**src/rtl/fetch.sv**
```systemverilog
// Instruction fetch stage. It keeps one request to instruction memory
// outstanding at most, holds a one-entry output register for decode, and
// handles branch redirects, misaligned PCs and access faults.
module fetch #(
    parameter logic [31:0] RESET_VECTOR = 32'h0000_0000
) (
    input  logic        clk,
    input  logic        resetn,
    output logic        mem_req,
    output logic [31:0] mem_addr,
    input  logic        mem_ready,
    input  logic        mem_rvalid,
    input  logic [31:0] mem_rdata,
    input  logic        mem_error,
    input  logic        stall,
    input  logic        branch_taken,
    input  logic [31:0] branch_target,
    output logic [31:0] instr,
    output logic [31:0] pc_out,
    output logic [31:0] next_pc_out,
    output logic        valid_out,
    output logic        exception,
    output logic [3:0]  ecause
);

    typedef enum logic [1:0] {
        S_REQ   = 2'd0,
        S_WAIT  = 2'd1,
        S_FLUSH = 2'd2,
        S_HALT  = 2'd3
    } state_t;

    localparam logic [3:0] CAUSE_MISALIGNED = 4'd0;
    localparam logic [3:0] CAUSE_ACCESS     = 4'd1;

    state_t      state_q, state_d;
    logic [31:0] pc_q, pc_d;
    logic        valid_q, valid_d;
    logic [31:0] instr_q, instr_d;
    logic [31:0] pc_out_q, pc_out_d;
    logic [31:0] next_pc_q, next_pc_d;
    logic        exc_q, exc_d;
    logic [3:0]  ecause_q, ecause_d;

    logic        buf_free;
    logic        accept;
    logic [31:0] pc_plus4;

    // The output slot can take a new entry if empty or being consumed now;
    // the request is therefore combinational on stall.
    assign buf_free = !valid_q || !stall;
    assign mem_req  = (state_q == S_REQ) && buf_free && (pc_q[1:0] == 2'b00);
    assign accept   = mem_req && mem_ready;
    assign pc_plus4 = pc_q + 32'd4;
    assign mem_addr = pc_q;

    // Next-state, PC and output-register update; a redirect overrides everything.
    always_comb begin
        state_d   = state_q;
        pc_d      = pc_q;
        valid_d   = valid_q;
        instr_d   = instr_q;
        pc_out_d  = pc_out_q;
        next_pc_d = next_pc_q;
        exc_d     = exc_q;
        ecause_d  = ecause_q;

        if (valid_q && !stall) begin
            valid_d = 1'b0;
        end

        if (branch_taken) begin
            pc_d    = branch_target;
            valid_d = 1'b0;
            case (state_q)
                S_REQ:   state_d = accept ? S_FLUSH : S_REQ;
                S_WAIT:  state_d = mem_rvalid ? S_REQ : S_FLUSH;
                S_FLUSH: state_d = mem_rvalid ? S_REQ : S_FLUSH;
                default: state_d = S_REQ;
            endcase
        end else begin
            case (state_q)
                S_REQ: begin
                    if (accept) begin
                        state_d = S_WAIT;
                    end else if ((pc_q[1:0] != 2'b00) && buf_free) begin
                        valid_d   = 1'b1;
                        instr_d   = 32'd0;
                        pc_out_d  = pc_q;
                        next_pc_d = pc_plus4;
                        exc_d     = 1'b1;
                        ecause_d  = CAUSE_MISALIGNED;
                        state_d   = S_HALT;
                    end
                end
                S_WAIT: begin
                    if (mem_rvalid) begin
                        valid_d   = 1'b1;
                        pc_out_d  = pc_q;
                        next_pc_d = pc_plus4;
                        if (mem_error) begin
                            instr_d  = 32'd0;
                            exc_d    = 1'b1;
                            ecause_d = CAUSE_ACCESS;
                            state_d  = S_HALT;
                        end else begin
                            instr_d  = mem_rdata;
                            exc_d    = 1'b0;
                            ecause_d = 4'd0;
                            pc_d     = pc_plus4;
                            state_d  = S_REQ;
                        end
                    end
                end
                S_FLUSH: begin
                    // Response belongs to a redirected-away fetch: drop it.
                    if (mem_rvalid) begin
                        state_d = S_REQ;
                    end
                end
                default: begin
                    state_d = S_HALT;
                end
            endcase
        end
    end

    // State and output register, cleared asynchronously by resetn.
    always_ff @(posedge clk or negedge resetn) begin
        if (!resetn) begin
            state_q   <= S_REQ;
            pc_q      <= RESET_VECTOR;
            valid_q   <= 1'b0;
            instr_q   <= 32'd0;
            pc_out_q  <= 32'd0;
            next_pc_q <= 32'd0;
            exc_q     <= 1'b0;
            ecause_q  <= 4'd0;
        end else begin
            state_q   <= state_d;
            pc_q      <= pc_d;
            valid_q   <= valid_d;
            instr_q   <= instr_d;
            pc_out_q  <= pc_out_d;
            next_pc_q <= next_pc_d;
            exc_q     <= exc_d;
            ecause_q  <= ecause_d;
        end
    end

    assign instr       = instr_q;
    assign pc_out      = pc_out_q;
    assign next_pc_out = next_pc_q;
    assign valid_out   = valid_q;
    assign exception   = exc_q;
    assign ecause      = ecause_q;

endmodule

```
**config.mk**
```make
export PLATFORM = sky130hd
export DESIGN_NAME = fetch
export DESIGN_NICKNAME = d
export VERILOG_FILES = /design/src/rtl/fetch.sv
export SDC_FILE = /design/constraint.sdc
export NUM_CORES = 1
export LEC_CHECK = 0
export CORE_MARGIN = 1
export CORE_UTILIZATION = 37
export CTS_CLUSTER_SIZE = 20
export DETAILED_ROUTE_END_ITERATION = 7
export PLACE_DENSITY = 0.67
export SKIP_CTS_REPAIR_TIMING = 1
export SYNTH_ARGS = -nofsm -noshare
export SYNTH_HDL_FRONTEND = slang
export SYNTH_SLANG_ARGS = --single-unit
```
**constraint.sdc**
```tcl
create_clock -name clk -period 5.55 [get_ports clk]
set_clock_uncertainty 0.2 [all_clocks]
set_input_delay 0.8325 -clock clk [delete_from_list [all_inputs] [get_ports clk]]
set_output_delay 0.8325 -clock clk [all_outputs]
set_load 0.02 [all_outputs]
```
Word level (Yosys, flattened, before mapping)
Index checks and enable logic that the tools add are counted.
{ "op_classes": {"add_sub_neg": 1, "n_mul": 0, "div": 0, "magnitude_cmp": 0, "n_eq_ne": 9, "n_shift": 0, "n_mux": 43, "bitwise": 1, "n_reduce_logical": 18} }
{ "ops": {"columns": ["op", "n"], "rows": [
  ["32-bit 2-to-1 mux", 14],
  ["32-bit one-hot mux with 2 select lines", 3],
  ["32-bit by 3-bit adder with 32-bit output (second input constant)", 1],
  ["2-bit 2-to-1 mux", 8],
  ["4-bit 2-to-1 mux", 3],
  ["1-bit 2-to-1 mux", 10],
  ["4-bit one-hot mux with 2 select lines", 1],
  ["2-bit nonzero test", 4],
  ["3-bit inequality test (second input constant)", 2],
  ["2-bit one-hot mux with 3 select lines", 1],
  ["3-bit AND reduction", 2],
  ["1-bit logical AND", 5],
  ["5-bit AND reduction", 1],
  ["2-bit zero test", 2],
  ["2-bit by 1-bit inequality test with 1-bit output (second input constant)", 2],
  ["2-bit inequality test (second input constant)", 2],
  ["4-bit by 3-bit inequality test with 1-bit output (second input constant)", 1],
  ["1-bit one-hot mux with 2 select lines", 2],
  ["2-bit one-hot mux with 2 select lines", 1],
  ["2-bit by 1-bit equality test with 1-bit output (second input constant)", 1],
  ["2-bit equality test (second input constant)", 1],
  ["1-bit zero test", 2],
  ["2-bit OR reduction", 1],
  ["1-bit logical OR", 1],
  ["1-bit inverter", 1]
]} }
{ "word_totals": {"ff_bits": 136, "latch_bits": 0, "ramBits": 0, "rom_bits": 0, "in_bits": 71, "wordCells": 80, "memories": 0} }

Longest topological paths before layout
{ "depth": {"word_depth": 8, "depth_mapped": 10, "mapped_depth_nobuf": 7} }

Worst setup path after synthesis
Ideal clock, no wire load.
{ "synth_path": {"kind": "input to register", "startpoint": "input stall", "endpoint": "register pc_out_q[4], in the netlist pc_out[4]", "setup_ns": 0.119, "arrival_time_ns": 1.913, "t_required_ns": 5.231, "setup_slack_ns": 3.318, "path_stages": 8, "n_path_buf": 3, "path_cell_list": "nand2_1 > a21boi_0 > or3_1 > buf_2 > buf_4 > buf_4 > nand2_1 > nand2_1"} }
{ "synth_via": {"elab_chain_len": 7, "elab_cells_between_ends": 9, "classes_between": "eq/ne (2); reduce/logical (7)"} }
{ "synth_rtl": {"columns": ["element", "line", "text"], "rows": [
  ["start: declaration", "15", "input logic stall,"],
  ["1-bit zero test *", "51", "assign buf_free = !valid_q || !stall;"],
  ["1-bit logical OR *", "51", null],
  ["1-bit logical AND (2 in a row)", "52", "assign mem_req = (state_q == S_REQ) && buf_free && (pc_q[1:0] == 2'b00);"],
  ["1-bit logical AND", "53", "assign accept = mem_req && mem_ready;"],
  ["2-bit inequality test (no line)", null, null],
  ["5-bit AND reduction (no line) *", null, null],
  ["end signal: assignment", "144", "pc_out_q <= pc_out_d;"],
  ["end: declaration", "40", "logic [31:0] pc_out_q, pc_out_d;"]
]} }
Every way passes the cells marked *; elsewhere a longest branch is shown, timed or not.
A chain may end at the register's enable or synchronous reset.

Worst setup path after layout
{ "layout_path": {"startpoint": "input stall", "endpoint": "register instr_q[1], in the netlist instr[1]"} }
{ "layout_via": {"elab_chain_len": 7, "elab_cells_between_ends": 9, "classes_between": "eq/ne (2); reduce/logical (7)"} }
{ "layout_rtl": {"columns": ["element", "line", "text"], "rows": [
  ["1-bit zero test *", "51", null],
  ["1-bit logical OR *", "51", null],
  ["1-bit logical AND (2 in a row)", "52", null],
  ["1-bit logical AND", "53", null],
  ["2-bit inequality test (no line)", null, null],
  ["5-bit AND reduction (no line) *", null, null],
  ["end signal: assignment", "143", "instr_q <= instr_d;"],
  ["end: declaration", "39", "logic [31:0] instr_q, instr_d;"]
]} }
Marks and branches as above.

==> results.sh <==
export IMPL_status="finished, final reports clean"
export IMPL_final_area_sq_um=8760
export IMPL_cts_max_path_buffers=2
export IMPL_cts_buffers=17
export IMPL_crit_type="in -> reg"
export IMPL_ys_warn_count=0
export IMPL_port_buffers=202
export IMPL_clkTransAtPathRegs_ns=0.06
export IMPL_syn_to_final_growth_pct=44.6
export IMPL_cts_num_sinks=131
export IMPL_worstSetupEndpointType="flop"
export IMPL_vdd_ir_drop_worst_mv=0.298
export IMPL_antenna_cells=0
export IMPL_grt_max_degree=103
export IMPL_fp_dieH_microns=130
export IMPL_grt_overflow=0
export IMPL_die_area_sq_um=16900
export IMPL_drt_wl_total_microns=17000
export IMPL_syn_area_sq_um=6060
export IMPL_cts_root_buf="clkbuf_16"
export IMPL_synthCells=612
export IMPL_regArea_sq_um=3280
export IMPL_cp_start_kind="input pin"
export IMPL_cpPeakStageDelay_ns=0.83
export IMPL_drive_above_1_share=0.0697
export IMPL_drtIter0Drc=387
export IMPL_clk_latency_ns=0.41
export IMPL_fin_setup_tns_ns=0
export IMPL_ys_top_cells_by_area="dfrtp_1, nand2_1, xor2_1"
export IMPL_critical_path_peak_fanout=102
export IMPL_cp_slowest_cell="or3_4"
export IMPL_rsz0062_at_grt="false"
export IMPL_post_dp_cell_area_sq_um=8150
export IMPL_critical_path_buf_inv_count=2
export IMPL_cts_tree="done"
export IMPL_worstPathArrival_ns=3.41
export IMPL_finalMaxSlewViolations=0
export IMPL_cellLeakagePower_nw=3.74
export IMPL_syn_area_per_cell_sq_um=9.90
export IMPL_multiInputGateArea_sq_um=2530
export IMPL_dp_hpwl_microns=11900
export IMPL_vias=5082
export IMPL_timing_max_cap_violations=0
export IMPL_antenna_found_initial=0
export IMPL_cp_required_ns=5.69
export IMPL_core_area_sq_um=15900
export IMPL_power_density_nw_per_um2=484
export IMPL_grt_pass1_vias=5045
export IMPL_drc_errors=0
export IMPL_routed_via_density=4.98
export IMPL_htreeDepth=4
export IMPL_postRouteAntennaNets=0
export IMPL_die_w_microns=130
export IMPL_yosysTopAreaCell="dfrtp_1"
export IMPL_synth_cell_type_count=44
export IMPL_avgRoutedWirePerCell_microns=16.7
export IMPL_fmax_mhz=306
export IMPL_rows=46
export IMPL_first_pass_iters=5
export IMPL_worstMarginPinSlew_ns=1.04
export IMPL_hold_violations=0
export IMPL_critical_path_top_delay_family="simple AND/OR/NAND/NOR gates"
export IMPL_start_util=0.380
export IMPL_ys_ff_latch=131
export IMPL_relSlewSlack=0.308
export IMPL_synth_top_area_share=0.541
export IMPL_min_period_ns=3.27
export IMPL_crit_path_cell_trace="clkdlybuf4s50_1, nand2_1, a21boi_0, or3_4, buf_4, a22o_1"
export IMPL_hold_class="in -> async"
export IMPL_finalSetupViolCount=0
export IMPL_period_share=0.589
export IMPL_grt_pass1_wl_microns=27000
export IMPL_ys_seq_area_frac=0.541
export IMPL_io_pins=206
export IMPL_fillers=1384
export IMPL_nNetsFinal=867
export IMPL_grtUsageTotal=0.211
export IMPL_gp_congestion=0.815
-- area by class of cell --
| cell class | count | share of cell area |
|---|---|---|
| multi-input cells | 429 | 0.288 |
| clock buffers | 19 | 0.0517 |
| repair buffers | 207 | 0.235 |
| inverters | 5 | 0.00214 |
| well taps | 216 | 0.0308 |
| clock inverters | 13 | 0.0181 |
| flip-flops and latches | 131 | 0.374 |
-- synth_stat cells, drive strengths merged --
library cell,instances
xnor2,22
or2,1
and2,1
dfrtp,131
buf,28
nor2,12
a22o,32
a21boi,1
and4,1
nor3,9
inv,5
o2bb2ai,1
or3,1
a21oi,1
nand2b,1
xor2,34
nand4b,1
ha,5
nand3,20
mux2i,3
nand3b,1
a211oi,1
a2111oi,1
nor2b,1
nand4,21
a31oi,1
a221o,2
nor4,7
mux2,4
and3b,1
o21ai,61
and3,7
clkbuf,21
nand2,172
conb,1
-- worst reg2reg max path, delay by kind of cell (launching register included) --
family	cells	cell delay (ns)
fa+ha+maj	1	0.30
flops	1	0.42
buf+inv	2	0.67
simple gates	1	0.83
compound gates	2	0.65
-- stage by stage --
step | std cells | hold slack [ns] | utilization | power (mW) | worst slack [ns]
after global placement | 988 | 0.258 | 0.511 | 3.07 | 1.99
after floorplan | 614 | 0.294 | - | 2.32 | 3.32
after detailed placement | 988 | 0.266 | 0.511 | 3.12 | 1.89
final | 1020 | 0.213 | 0.550 | 4.24 | 2.28
after CTS | 1020 | 0.228 | 0.550 | 4.28 | 2.33
after global routing | 1020 | 0.256 | 0.550 | 4.48 | 2.14
-- report_power, final --
group | internal (mW) | switching [mW] | total [mW]
logic | 0.739 | 0.893 | 1.63
registers | 1.25 | 0.210 | 1.46
clock network | 0.729 | 0.421 | 1.15
-- registers in the layout (all words and copies together), names as in the netlist --
name and count:
valid_out 1, exception 1, next_pc_out 30, state_q 2, ecause 1, pc_out 32, instr 32, mem_addr 32
-- cells by family after synthesis --
| family | count (synthesis) | synth area share |
|---|---|---|
| buf+inv | 54 | 0.0456 |
| simple gates | 257 | 0.201 |
| xor+xnor | 56 | 0.0810 |
| mux | 7 | 0.0124 |
| fa+ha+maj | 5 | 0.0103 |
| flops | 131 | 0.541 |
| compound gates | 101 | 0.108 |
| other cells | 1 | 0.000619 |
-- routing by layer --
layer  track usage  wire, microns
met1         0.279           7620
met2         0.344           8430
met3        0.0414            685
met4        0.0814            284
met5             0              0
-- path summary, 6_finish.rpt --
kind | start | to | slack (ns) | cells past startpoint
max | stall | instr[1] | 2.28 | 6
min | resetn | pc_out[22] | 0.21 | 1
max reg2reg | state_q[1] | instr[1] | 2.43 | 6
min reg2reg | pc_out[14] | pc_out[14] | 0.28 | 2
max in group asynchronous | resetn | instr[23] | 3.64 | 2
min in group clk | pc_out[14] | pc_out[14] | 0.28 | 2
-- placed cells by master (no fill, tap or decap), drive strengths merged, types with 2 or more instances in the layout --
| master | instances |
|---|---|
| clkdlybuf4s50 | 200 |
| nand2 | 172 |
| dfrtp | 131 |
| o21ai | 61 |
| xor2 | 34 |
| a22o | 32 |
| xnor2 | 22 |
| nand4 | 21 |
| nand3 | 20 |
| clkbuf | 19 |
| nor2 | 12 |
| nor3 | 9 |
| and3 | 7 |
| buf | 7 |
| clkinv | 7 |
| nor4 | 7 |
| inv | 5 |
| ha | 5 |
| mux2 | 4 |
| mux2i | 3 |
| conb | 3 |
| bufinv | 3 |
| clkinvlp | 3 |
| a221o | 2 |
Note: power is estimated with default switching activity, not from simulation.
